### src/rtl/fetch_stage.sv
// fetch_stage: instruction-fetch stage of the 5-stage MIPS pipeline.
// Owns the PC and the IF/ID register, and fetches from a variable-latency
// instruction memory. Applies ID-stage redirects/flushes and honours stall.
//
// Memory handshake: imReq is the request valid and imAck is the response
// strobe. While imReq is high, imAddr is held constant until the cycle in
// which imAck=1; that cycle completes the transfer, and imData is sampled
// only in that cycle. Only one request is ever outstanding.
module fetch_stage #(
   parameter logic [31:0] RESET_PC = 32'h0000_0000
) (
   input  logic        clk,
   input  logic        rst,
   input  logic        stall,
   input  logic        flush,
   input  logic [1:0]  PCSrc,
   input  logic [31:0] branchTarget,
   input  logic [31:0] jumpTarget,
   output logic        imReq,
   output logic [31:0] imAddr,
   input  logic        imAck,
   input  logic [31:0] imData,
   output logic [31:0] pc,
   output logic [31:0] instr,
   output logic [31:0] pcPlus4,
   output logic        valid,
   output logic [1:0]  dbg_state
);

   // REQ: request in flight at pc. DROP: request in flight whose data must
   // be discarded (a redirect arrived before the ack). HELD: a word was
   // acked during a stall and is parked in hold_buf.
   localparam logic [1:0] REQ  = 2'd0;
   localparam logic [1:0] DROP = 2'd1;
   localparam logic [1:0] HELD = 2'd2;

   logic [1:0]  state;
   logic [31:0] hold_buf;
   logic [31:0] saved_tgt;
   logic [31:0] pc_seq;
   logic [31:0] target;
   logic        redirect;
   logic        squash;

   // Controller decisions are only honoured when the hazard unit is not stalling.
   always_comb begin
      redirect = ~stall & ((PCSrc == 2'b01) | (PCSrc == 2'b10));
      squash   = ~stall & (flush | (PCSrc == 2'b10));
      target   = (PCSrc == 2'b10) ? jumpTarget : branchTarget;
      pc_seq   = pc + 32'd4;
   end

   // Request is decoded from state only, so it never depends on imAck.
   assign imReq     = rst & (state != HELD);
   assign imAddr    = pc;
   assign dbg_state = state;

   // PC, IF/ID register and fetch-state sequencing.
   always_ff @(posedge clk) begin
      if (!rst) begin
         pc        <= RESET_PC;
         instr     <= 32'h0;
         pcPlus4   <= 32'h0;
         valid     <= 1'b0;
         state     <= REQ;
         hold_buf  <= 32'h0;
         saved_tgt <= 32'h0;
      end else begin
         case (state)
            REQ: begin
               if (redirect) begin
                  instr   <= 32'h0;
                  pcPlus4 <= 32'h0;
                  valid   <= 1'b0;
                  if (imAck) begin
                     pc <= target;
                  end else begin
                     // Address must stay put until the ack; remember where to go.
                     saved_tgt <= target;
                     state     <= DROP;
                  end
               end else if (imAck && !stall) begin
                  pc <= pc_seq;
                  if (squash) begin
                     instr   <= 32'h0;
                     pcPlus4 <= 32'h0;
                     valid   <= 1'b0;
                  end else begin
                     instr   <= imData;
                     pcPlus4 <= pc_seq;
                     valid   <= 1'b1;
                  end
               end else if (imAck) begin
                  hold_buf <= imData;
                  state    <= HELD;
               end else if (!stall) begin
                  instr   <= 32'h0;
                  pcPlus4 <= 32'h0;
                  valid   <= 1'b0;
               end
            end
            DROP: begin
               if (!stall) begin
                  instr   <= 32'h0;
                  pcPlus4 <= 32'h0;
                  valid   <= 1'b0;
               end
               if (imAck) begin
                  pc    <= redirect ? target : saved_tgt;
                  state <= REQ;
               end else if (redirect) begin
                  saved_tgt <= target;
               end
            end
            HELD: begin
               if (!stall) begin
                  state <= REQ;
                  if (redirect) begin
                     pc      <= target;
                     instr   <= 32'h0;
                     pcPlus4 <= 32'h0;
                     valid   <= 1'b0;
                  end else begin
                     pc      <= pc_seq;
                     instr   <= hold_buf;
                     pcPlus4 <= pc_seq;
                     valid   <= 1'b1;
                  end
               end
            end
            default: state <= REQ;
         endcase
      end
   end

endmodule
### config.mk
export PLATFORM = sky130hd
export DESIGN_NAME = fetch_stage
export DESIGN_NICKNAME = d
export VERILOG_FILES = /design/src/rtl/fetch_stage.sv
export SDC_FILE = /design/constraint.sdc
export NUM_CORES = 1
export LEC_CHECK = 0
export BUFFER_PORTS_ARGS = -buffer_cell sky130_fd_sc_hd__clkbuf_2
export CORE_ASPECT_RATIO = 0.7
export CORE_MARGIN = 2
export CORE_UTILIZATION = 53
export DETAILED_ROUTE_END_ITERATION = 10
export PLACE_DENSITY = 0.93
export SYNTH_ARGS = -nofsm -noshare
export SYNTH_HDL_FRONTEND = slang
export SYNTH_SLANG_ARGS = --single-unit
export TNS_END_PERCENT = 30
### constraint.sdc
create_clock -name clk -period 6.1 [get_ports clk]
set_input_delay 0.915 -clock clk [delete_from_list [all_inputs] [get_ports clk]]
set_output_delay 0.915 -clock clk [all_outputs]
set_load 0.03 [all_outputs]
======== Word-level counts from Yosys, hierarchy flattened ========
Cells that the tools add are included.
cells by class
  add/sub/neg operators ................... 1
  equality and inequality tests ........... 16
  mux-type cells .......................... 44
  bitwise operators ....................... 8
  reductions and logical operators ........ 10
operators by type and width
  kind                     count
  $mux W32                 25
  $pmux W32 S3             3
  $pmux W32 S2             1
  $add A32 B3 Y32 const B  1
  $ne A3 B3 Y1 const B     5
  $mux W2                  6
  $ne A2 B2 Y1 const B     6
  $reduce_and A5 Y1        2
  $reduce_and A4 Y1        2
  $mux W1                  7
  $pmux W2 S3              1
  $eq A2 B1 Y1 const B     2
  $eq A2 B2 Y1 const B     2
  $ne A4 B4 Y1 const B     1
  $and A1 B1 Y1            3
  $not A1 Y1               3
  $pmux W1 S3              1
  $reduce_and A3 Y1        1
  $reduce_bool A3 Y1       1
  $logic_not A2 Y1         1
  $or A1 B1 Y1             2
  $reduce_bool A2 Y1       1
  $logic_and A1 B1 Y1      1
  $logic_not A1 Y1         1
storage, ports and cells
  register bits ........................... 163
  bits of input ports ..................... 103
  output and inout bits ................... 132
  word-level logic and storage cells ...... 86

======== Logic depth before layout (Yosys ltp) ========
Gate-level depths: netlist (run 1).
  word-level depth ........................ 7
  depth in mapped cells ................... 11
  depth with buffers taken out ............ 7

======== Worst setup path before layout (run 1) ========
OpenSTA, ideal clock, no wires.
  path type ............................... input to output
  from .................................... in rst
  to ...................................... out imReq
  arrival ................................. 2.095 ns
  setup slack ............................. 3.090 ns
  cell stages on the path ................. 4
  path buffers ............................ 3
  cell sequence ........................... clkbuf_1 clkbuf_1 clkbuf_1 nor2b_1
between the ends
  cells in the longest elaborated chain, start to end .. 1
RTL lines
  what             line  RTL
  start, declared  13    input logic rst,
  $and A1 B1 Y1    54    assign imReq = rst & (state != HELD);
  end, declared    19    output logic imReq,
No other way between the ends.

======== Worst setup path in the final report (run 1) ========
  from .................................... in PCSrc[0]
  to ...................................... reg pcPlus4[17]
between the ends
  cells in the longest elaborated chain, start to end .. 7
  elaborated cells on any way between the ends .. 14
  classes of those cells .................. 3 x eq/ne; 6 x mux; 4 x bitwise; 1 x reduce/logical
RTL lines
  what                  line    RTL
  start, declared       16      input logic [1:0] PCSrc,
  $eq A2 B2 Y1          47, 48
  $or A1 B1 Y1          48      squash = ~stall & (flush | (PCSrc == 2'b10));
  $and A1 B1 Y1         48
  $mux W32              84      if (squash) begin
  $mux W32              82      end else if (imAck && !stall) begin
  $mux W32              71      if (redirect) begin
  $pmux W32 S3          69      case (state)
  end signal, assigned  90      pcPlus4 <= pc_seq;
  end signal, assigned  126     pcPlus4 <= pc_seq;
  end, declared         25      output logic [31:0] pcPlus4,
Several ways; a longest one is shown, not always the timed one. The select of a mux whose other input is x is not followed.
A chain may end at the register's enable or synchronous reset.

==> results of run 1 <==
worst max-delay path: cells and delay by family:
family                     cells  cell delay (ns)
AOI/OAI and AO/OA              2             0.72
buffers and inverters          3             0.49
adders and majority gates      1             0.36
and+or+nand+nor                3             1.18
registers in the layout, summed over array words and instances (netlist names):
signal and flops:
saved_tgt 32, dbg_state 2, valid 1, imAddr 32
instr 32, pcPlus4 32, hold_buf 32
through the flow:
| stage | cells | util, % | worst slack [ns] | instance area (um2) |
|---|---|---|---|---|
| 6_report | 1352 | 64.0 | 2.77 | 9980 |
| 3_3_place_gp | 1320 | 60.3 | 2.52 | 9400 |
| 2_1_floorplan | 993 | - | 3.09 | 8510 |
| 5_1_grt | 1352 | 64.0 | 2.69 | 9980 |
| 3_5_place_dp | 1320 | 60.3 | 2.45 | 9400 |
| 4_1_cts | 1352 | 64.0 | 2.84 | 9980 |
power breakdown:
group          leakage (uW)  switching, uW  internal [uW]
clock network      0.000263            438            610
logic               0.00273            320            155
registers           0.00132           64.5           1110
layer usage:
| layer | up-vias | part of all wire, % | global-route usage [%] |
|---|---|---|---|
| li1 | 3873 | - | - |
| met1 | 3866 | 43 | 36.4 |
| met2 | 423 | 44 | 42.7 |
| met3 | 64 | 10 | 8.41 |
| met4 | 0 | 3.1 | 11.6 |
| met5 | - | 0 | 0 |
final cells by class:
cell class              count  area share, %
clock buffers              19           4.44
clock inverters            13           1.37
inverters                   5          0.188
multi-input cells         707           46.2
flip-flops and latches    163           32.7
well taps                 200           2.51
repair buffers            245           12.6
worst paths after layout:
kind | endpoint | depth (start not counted)
worst max-delay path | pcPlus4[17]$_SDFFE_PN0P_ | 9
worst min-delay path | pcPlus4[23]$_SDFFE_PN0P_ | 2
worst max register to register | instr[19]$_SDFFE_PN0P_ | 9
worst min register to register | pcPlus4[23]$_SDFFE_PN0P_ | 2
placed cells by master, fill, tap and decap left out, drive strengths merged, types with 14 or more instances in the layout:
cell type  Yosys  layout
clkbuf        63     252
dfxtp        163     163
nand2        138     138
o21ai         52      52
a22oi         48      48
a21boi        45      45
and2          39      39
nand3         37      37
o2bb2ai       36      36
a21oi         35      35
o211a         34      34
mux2i         33      33
nor2          33      33
nor2b         20      20
nand4         14      14
cells by family after synthesis:
logic type,count (synthesis)
compound gates,313
xor+xnor,21
fa+ha+maj,6
buf+inv,123
flops,163
mux,35
simple gates,332
==> results by group, run 1 <==
Yosys
  – Share of the yosys chip area belonging to registers: 38.4%
  – XOR/XNOR share of the synthesized area: 2.16%
  – Post-synthesis simple-gate area fraction: 19.7%
  – Count of cell types in the netlist: 63
  – Synth top cells by count: dfxtp_1, nand2_1, clkbuf_1
  – Top-area cell type share of the netlist area: 38.4%
  – Largest family of logic cells by synthesized area: compound AO/OA/AOI/OAI gates
  – Most frequent cell after synthesis: dfxtp_1
  – Adder-cell area share of the yosys netlist: 0.883%
  – Asr flop ratio synth: 0%
  – Flops & latches, synth: 163
  – Cells after synthesis: 993
  – Leading area contributor after synthesis: dfxtp_1
  – Post-synth EDFFs: 0
  – Post-synthesis net count: 1102
  – Top_reg_cell synth: dfxtp_1
  – Mapped Avg Cell Area: 8.57 um2
  – Compound-Gate Fraction of Synth Area: 27.2%
  – Mux share of post-synthesis cell area: 4.15%
  – Yosys warns: 0
  – Main area contributors after synthesis: dfxtp_1, nand2_1, a22oi_1, o211a_1, mux2i_1
  – Post-synthesis cell area: 0.00851 mm2

Global route
  – Overall Global Routing Usage: 27.7%
  – GRT overflow: 0
  – Vias in the first global route: 7467
  – Largest net degree at the start of global routing: 89
  – Initial antenna violation count: 0
  – First-pass GRT wire length: 37.5 mm

Power and ir drop
  – Leakage: 0.00432 uW
  – Worst VDD drop: 160 uV
  – PwrDens: 271 mW/mm2
  – Final Total Pwr: 2700 uW

Clock tree
  – Clock slew at reported path FFs: 0.07 ns
  – Longest Clk Path Bufs: 2
  – CTS tree: built
  – Worst-Skew Late Latency: 0.43 ns
  – Post-CTS setup repair buffer count: 0
  – CTS Sinks: 163
  – CTS buffer count: 17
  – Cts repair resizes: 0
  – Root buf cell: clkbuf_16
  – Hold buffers post-CTS: 0
  – H-tree levels: 4

STA
  – Slew Viols, Final: 0
  – Final Skew: 0.00893 ns
  – Slew @ Worst Pin: 1.17 ns
  – Peak Freq: 301 MHz
  – Minimum clock period: 3.33 ns
  – Final period utilization: 54.5%
  – Endpoints failing setup: 0
  – Setup_tns: 0 ns
  – RSZ-0062 raised after global routing: no
  – Final hold violation count: 0
  – Relative slew slack: 22.0%
  – Hold Slack: 0.462 ns

Die
  – Num ports: 235
  – DIE AREA: 0.0171 mm2
  – Core area: 0.0156 mm2
  – Die Wd: 155 um
  – Core Rows: 38
  – Die H: 110 um
  – Initial Utilization: 54.5%

Setup path
  – Endpoint class of the critical path: register
  – CP Launch Point: PCSrc[0]
  – WS Path Type: in -> reg
  – Worst EP required: 6.46 ns
  – Worst endpoint data arrival time: 3.68 ns
  – FF-to-FF Start: dbg_state[0]$_SDFFE_PN0P_
  – CP max-delay cell: or2_2
  – Max FO, Critical Path: 49
  – CP cell instances: clkbuf_2 -> inv_1 -> ha_2 -> or2_2 -> and3_1 -> buf_4 -> o21a_2 -> a22oi_1 -> nor2b_1
  – Setup slack, reg-to-reg: 3.09 ns
  – CP max stage delay: 0.73 ns
  – Crit start category: primary input

Place
  – Port Buffers: 234
  – Detail Placement HPWL: 16.5 mm
  – Gpl congestion: 0.924

Routing
  – Routed WL per cell: 18.0 um
  – Post-route ant nets: 0
  – WL final: 24.3 mm
  – Vias per cell: 6.08
  – Vias: 8226
  – DRC Markers: 0
  – DRT Pass-1 Iters: 8
  – Initial DRC count: 821

Layout
  – # fillers: 1300
  – Multi-input logic area: 0.00461 mm2
  – NumNets Final: 1248
  – Fraction of layout cells with a size suffix above 1: 26.0%
  – Register area: 0.00326 mm2
  – Synthesis-to-layout area growth: 17.3%
  – Diode count: 0

Run
  – Maxcap violations: 0

Worst hold path
  – Hold WC Path Type: reg -> reg
  – Hold path startpoint: pcPlus4[23]$_SDFFE_PN0P_

Status
  – Run status: finished clean
Power figures use the tool's default switching activity.
==> run 2: changes to the inputs <==
==> constraint.sdc (replaced) <==
create_clock -name clk -period 3.3 [get_ports clk]
set_input_delay 0.495 -clock clk [delete_from_list [all_inputs] [get_ports clk]]
set_output_delay 0.495 -clock clk [all_outputs]
set_load 0.03 [all_outputs]
==> run 2 against run 1 <==
  * Final area increased by 0.73%
  * Highest routed layer unchanged
  * Critical path depth fell by 3
  * Wire length is 1.8% higher
  * Critical endpoint is now pcPlus4[10]$_SDFFE_PN0P_
  * Clock skew increased by 0.0068 ns
  * Sequential power is 84% higher
  * Clock-buffer cell count fell by 1
  * Setup slack worse by 2.2 ns
  * Clock power up 86%
  * Sequential share of layout area decreased by 0.24 points
  * Cell count grew 0.67%
==> results by group, run 2 (same netlist as run 1, synthesis figures left out) <==
Status
  – Run status: finished clean (unchanged)

Die
  – DIE AREA: 0.0171 mm2 (unchanged)
  – Die H: 110 um (unchanged)
  – Core Rows: 38 (unchanged)
  – Initial Utilization: 54.5% (unchanged)
  – Num ports: 235 (unchanged)
  – Die Wd: 155 um (unchanged)
  – Core area: 0.0156 mm2 (unchanged)

Clock tree
  – Hold buffers post-CTS: 0 (unchanged)
  – Worst-Skew Late Latency: 0.43 ns (about the same)
  – H-tree levels: 4 (unchanged)
  – Clock slew at reported path FFs: 0.07 ns (about the same)
  – Root buf cell: clkbuf_16 (unchanged)
  – CTS Sinks: 163 (unchanged)
  – CTS tree: built (unchanged)
  – Cts repair resizes: 0 (unchanged)
  – Longest Clk Path Bufs: 2 (unchanged)
  – Post-CTS setup repair buffer count: 0 (unchanged)
  – CTS buffer count: 17 (unchanged)

Layout
  – Fraction of layout cells with a size suffix above 1: 26.5% (was 26.0%)
  – Most frequent cells in the layout: clkbuf_2, dfxtp_1, nand2_1 (unchanged)
  – Commonest non-fill, non-tap cell in the layout: clkbuf_2 (unchanged)
  – # fillers: 1280 (was 1300)
  – Synthesis-to-layout area growth: 18.2% (was 17.3%)
  – Diode count: 0 (unchanged)
  – NumNets Final: 1257 (was 1248)
  – Post-route cell area: 0.0101 mm2 (was 0.00998 mm2)

Global route
  – Initial antenna violation count: 0 (unchanged)
  – First-pass GRT wire length: 38.2 mm (was 37.5 mm)
  – GRT overflow: 0 (unchanged)
  – Vias in the first global route: 7475 (was 7467)
  – Largest net degree at the start of global routing: 65 (was 89)
  – Overall Global Routing Usage: 28.0% (was 27.7%)

STA
  – Relative slew slack: 34.1% (was 22.0%)
  – Setup_tns: 0 ns (unchanged)
  – Slew @ Worst Pin: 0.979 ns (was 1.17 ns)
  – Minimum clock period: 2.70 ns
  – Peak Freq: 370 MHz
  – Final period utilization: 81.9%
  – Final Skew: 0.0157 ns (was 0.00893 ns)
  – RSZ-0062 raised after global routing: no (unchanged)
  – Endpoints failing setup: 0 (unchanged)
  – Final hold violation count: 0 (unchanged)
  – Slew Viols, Final: 0 (unchanged)

Power and ir drop
  – PwrDens: 500 mW/mm2 (was 271 mW/mm2)
  – Worst VDD drop: 321 uV (was 160 uV)
  – Sw power: 1600 uW (was 822 uW)
  – Leakage: 0.00438 uW (was 0.00432 uW)
  – Sw Share: 31.9% (was 30.4%)
  – Reg power frac: 43.2% (was 43.6%)
  – Clk pwr share: 38.7% (was 38.8%)
  – Gate power share: 18.1% (was 17.6%)
  – P_int: 3420 uW (was 1880 uW)

Setup path
  – Crit start category: register (was primary input)
  – CP cell instances: inv_1 -> ha_1 -> and3_1 -> o21a_2 -> o21ai_1 -> a21boi_1 (was clkbuf_2 -> inv_1 -> ha_2 -> or2_2 -> and3_1 -> buf_4 -> o21a_2 -> a22oi_1 -> nor2b_1)
  – Worst endpoint data arrival time: 3.06 ns (was 3.68 ns)
  – Max FO, Critical Path: 20 (was 49)
  – Delay-heaviest family, CP: compound AO/OA/AOI/OAI gates (was simple AND/OR/NAND/NOR gates)
  – Worst EP required: 3.65 ns (was 6.46 ns)
  – WS Path Type: reg -> reg (was in -> reg)
  – CP max-delay cell: o21a_2 (was or2_2)
  – CP max stage delay: 0.60 ns (was 0.73 ns)
  – Worst path bufs/invs: 1 (was 3)
  – Endpoint class of the critical path: register (unchanged)

Routing
  – Routed WL per cell: 18.2 um (was 18.0 um)
  – Highest routed layer: met4 (unchanged)
  – Vias: 8289 (was 8226)
  – DRT met1 WL: 10.5 mm (was 10.4 mm)
  – DRT Pass-1 Iters: 6 (was 8)
  – DRC Markers: 0 (unchanged)
  – Met2 Wirelength: 11.1 mm (was 10.7 mm)
  – Post-route ant nets: 0 (unchanged)
  – Initial DRC count: 846 (was 821)
  – Vias per cell: 6.09 (was 6.08)
  – DR WL met3: 2.56 mm (was 2.46 mm)
  – WL final: 24.7 mm (was 24.3 mm)

Place
  – Gpl congestion: 0.939 (was 0.924)
  – Port Buffers: 234 (unchanged)
  – Detail Placement HPWL: 17.1 mm (was 16.5 mm)
  – Dpl cell area: 0.00948 mm2 (was 0.00940 mm2)

Run
  – Maxcap violations: 0 (unchanged)

Worst hold path
  – Hold WC Path Type: in -> reg (was reg -> reg)
[run 2: changes by cell type in the layout (fill, tap and decap cells not counted), sizes merged]
cell | before | now
clkinvlp | 7 | 2
buf | 12 | 21
inv | 4 | 11
clkbuf | 252 | 251
bufinv | 2 | 1
[run 2: through the flow]
step / setup slack [ns] / total power, uW / utilization (%) / hold slack [ns] / instances
finish: 0.597 / 5030 / 64.5 / 0.316 / 1361
global route: 0.454 / 5200 / 64.5 / 0.322 / 1361
CTS: 0.677 / 5030 / 64.5 / 0.315 / 1361
detailed placement: 0.691 / 3100 / 60.8 / 0.444 / 1329
global placement: 0.755 / 3070 / 60.8 / 0.440 / 1329
floorplan: 0.839 / 2840 / - / 0.443 / 993
[run 2: worst paths after layout]
path / startpoint / endpoint / slack, ns / cells past startpoint
max: dbg_state[0]$_SDFFE_PN0P_ / pcPlus4[10]$_SDFFE_PN0P_ / 0.60 / 6
min: imData[9] / hold_buf[9]$_SDFFE_PN0P_ / 0.32 / 3
max reg2reg: dbg_state[0]$_SDFFE_PN0P_ / pcPlus4[10]$_SDFFE_PN0P_ / 0.60 / 6
min reg2reg: pcPlus4[23]$_SDFFE_PN0P_ / pcPlus4[23]$_SDFFE_PN0P_ / 0.45 / 2
[run 2: cell type report]
| class | count | area, um2 | area share (%) |
|---|---|---|---|
| multi-input cells | 707 | 4610 | 45.9 |
| flip-flops and latches | 163 | 3260 | 32.5 |
| repair buffers | 254 | 1340 | 13.3 |
| clock buffers | 18 | 429 | 4.27 |
| well taps | 200 | 250 | 2.49 |
| clock inverters | 14 | 143 | 1.42 |
| inverters | 5 | 18.8 | 0.187 |
[run 2: per-layer routing]
metal,up-vias,global-route usage (%)
li1,3870,-
met1,3909,38.8
met2,474,44.2
met3,36,5.75
met4,0,8.58
met5,-,0
[run 2: power groups by stage]
stage	clock, uW	combinational [uW]	sequential [uW]
CTS	1960	897	2170
global placement	0	871	2200
finish	1950	908	2170
floorplan	0	578	2260
detailed placement	0	890	2210
global route	2040	972	2180
[run 2: tightest hold or removal path, cell delays in order]
cell,delay (ns)
clkbuf_2,0.09
nand2_1,0.04
a21boi_0,0.06
==> run 3: changes to the inputs <==
==> constraint.sdc (replaced) <==
create_clock -name clk -period 2.6 [get_ports clk]
set_input_delay 0.39 -clock clk [delete_from_list [all_inputs] [get_ports clk]]
set_output_delay 0.39 -clock clk [all_outputs]
set_load 0.03 [all_outputs]
==> run 3 against run 2 <==
  * Clock skew shrank 0.0086 ns
  * Sequential cell count did not move
  * Setup slack worse by 0.33 ns
  * Largest power group unchanged
  * Register-to-register slack worse by 0.33 ns
  * Critical endpoint is now imAddr[30]$_SDFFE_PN0P_
  * Power increased by 32%
  * Global-route usage rose by 1.0 points
  * Largest cell class unchanged
==> results by group, run 3 (same netlist as run 1, synthesis figures left out) <==
Status
  – Run status: finished clean (unchanged)

Die
  – Num ports: 235 (unchanged)
  – DIE AREA: 0.0171 mm2 (unchanged)
  – Core Rows: 38 (unchanged)
  – Die Wd: 155 um (unchanged)
  – Die H: 110 um (unchanged)
  – Initial Utilization: 54.5% (unchanged)
  – Core area: 0.0156 mm2 (unchanged)

Power and ir drop
  – Leakage: 0.00450 uW (was 0.00438 uW)
  – Worst VDD drop: 414 uV (was 321 uV)
  – PwrDens: 645 mW/mm2 (was 500 mW/mm2)

Clock tree
  – Hold buffers post-CTS: 0 (unchanged)
  – Root buf cell: clkbuf_16 (unchanged)
  – Worst-Skew Late Latency: 0.43 ns (about the same)
  – CTS tree: built (unchanged)
  – Post-CTS setup repair buffer count: 0 (unchanged)
  – CTS Sinks: 163 (unchanged)
  – CTS buffer count: 17 (unchanged)
  – H-tree levels: 4 (unchanged)
  – Clock slew at reported path FFs: 0.07 ns (about the same)
  – Cts repair resizes: 0 (unchanged)
  – Longest Clk Path Bufs: 2 (unchanged)

STA
  – Slew Viols, Final: 0 (unchanged)
  – Slew @ Worst Pin: 0.988 ns (was 0.979 ns)
  – Minimum clock period: 2.34 ns (was 2.70 ns)
  – Relative slew slack: 33.9% (was 34.1%)
  – Peak Freq: 428 MHz (was 370 MHz)
  – Setup_tns: 0 ns (unchanged)
  – Endpoints failing setup: 0 (unchanged)
  – Final Skew: 0.00717 ns (was 0.0157 ns)
  – Final hold violation count: 0 (unchanged)
  – Final period utilization: 89.9% (was 81.9%)
  – RSZ-0062 raised after global routing: no (unchanged)

Routing
  – DRC Markers: 0 (unchanged)
  – DR WL met3: 2.51 mm (was 2.56 mm)
  – Highest routed layer: met4 (unchanged)
  – Post-route ant nets: 0 (unchanged)
  – Vias: 8339 (was 8289)
  – DRT Pass-1 Iters: 5 (was 6)
  – Met2 Wirelength: 11.2 mm (was 11.1 mm)
  – Routed WL per cell: 18.3 um (was 18.2 um)
  – WL final: 25.2 mm (was 24.7 mm)
  – DRT met1 WL: 10.9 mm (was 10.5 mm)
  – Vias per cell: 6.06 (was 6.09)
  – Initial DRC count: 886 (was 846)

Setup path
  – FF-to-FF Start: dbg_state[0]$_SDFFE_PN0P_ (unchanged)
  – CP max-delay cell: dfxtp_1 (was o21a_2)
  – Worst endpoint data arrival time: 2.71 ns (was 3.06 ns)
  – WS Path Type: reg -> reg (unchanged)
  – CP cell instances: inv_1 -> ha_1 -> o21bai_1 -> o211ai_1 -> buf_12 -> or3_1 -> mux2i_1 -> o21a_1 (was inv_1 -> ha_1 -> and3_1 -> o21a_2 -> o21ai_1 -> a21boi_1)
  – Worst path bufs/invs: 2 (was 1)
  – CP max stage delay: 0.49 ns (was 0.60 ns)
  – Max FO, Critical Path: 26 (was 20)
  – CP Launch Point: dbg_state[0]$_SDFFE_PN0P_ (unchanged)
  – Endpoint class of the critical path: register (unchanged)
  – Crit start category: register (unchanged)
  – Delay-heaviest family, CP: compound AO/OA/AOI/OAI gates (unchanged)
  – Worst EP required: 2.97 ns (was 3.65 ns)

Global route
  – Vias in the first global route: 7684 (was 7475)
  – Largest net degree at the start of global routing: 66 (was 65)
  – Initial antenna violation count: 1 (was 0)
  – First-pass GRT wire length: 39.4 mm (was 38.2 mm)
  – GRT overflow: 0 (unchanged)
  – Overall Global Routing Usage: 29.0% (was 28.0%)

Place
  – Dpl cell area: 0.00966 mm2 (was 0.00948 mm2)
  – Detail Placement HPWL: 17.5 mm (was 17.1 mm)
  – Gpl congestion: 0.940 (was 0.939)
  – Port Buffers: 234 (unchanged)

Layout
  – Synthesis-to-layout area growth: 20.9% (was 18.2%)
  – Diode count: 0 (unchanged)
  – # fillers: 1242 (was 1280)
  – Commonest non-fill, non-tap cell in the layout: clkbuf_2 (unchanged)
  – NumNets Final: 1271 (was 1257)
  – Fraction of layout cells with a size suffix above 1: 27.5% (was 26.5%)
  – Most frequent cells in the layout: clkbuf_2, dfxtp_1, nand2_1 (unchanged)
  – Post-route cell area: 0.0103 mm2 (was 0.0101 mm2)

Worst hold path
  – Hold path startpoint: imData[11] (was imData[9])
  – Hold WC Path Type: in -> reg (unchanged)

Run
  – Maxcap violations: 0 (unchanged)
## run 3: changes by cell type in the layout (fill, tap and decap cells not counted), sizes merged
cell | previous run | this run
clkbuf | 251 | 252
inv | 11 | 9
buf | 21 | 35
bufinv | 1 | 3
clkinvlp | 2 | 4
clkinv | 5 | 2
## run 3: per-stage QoR
step | util [%] | hold slack (ns) | total power (uW) | setup slack, ns | cells
after floorplan | - | 0.443 | 3610 | 0.139 | 993
after global placement | 62.0 | 0.441 | 3950 | 0.166 | 1343
after detailed placement | 62.0 | 0.452 | 3980 | 0.139 | 1343
after CTS | 66.0 | 0.198 | 6630 | 0.269 | 1375
after global routing | 66.0 | 0.199 | 6860 | 0.0845 | 1375
final | 66.0 | 0.206 | 6640 | 0.263 | 1375
## run 3: path summary, 6_finish.rpt
kind | end | slack (ns) | cells after the start
worst max-delay path | imAddr[30]$_SDFFE_PN0P_ | 0.26 | 8
worst min-delay path | hold_buf[11]$_SDFFE_PN0P_ | 0.21 | 3
worst max register to register | imAddr[30]$_SDFFE_PN0P_ | 0.26 | 8
worst min register to register | pcPlus4[23]$_SDFFE_PN0P_ | 0.46 | 2
## run 3: report_power, final
part           switching (uW)  internal [uW]
registers                 145           2610
clock network            1100           1580
logic                     782            418
## run 3: area by class of cell
cell class	instances	area, um2	area share (%)
repair buffers	268	1520	14.7
flip-flops and latches	163	3260	31.7
clock buffers	19	453	4.40
clock inverters	13	173	1.68
multi-input cells	707	4610	44.8
inverters	5	18.8	0.182
well taps	200	250	2.43
## run 3: routing by layer
layer / GRT usage (%) / vias to the layer above
met5: 0 / -
met4: 10.7 / 0
met3: 7.27 / 51
met2: 44.1 / 489
met1: 40.0 / 3891
li1: - / 3908
## run 3: tightest hold or removal path, stage by stage
cell and delay [ns]:
clkbuf_2 0.09, nand2_1 0.05, a21boi_0 0.06
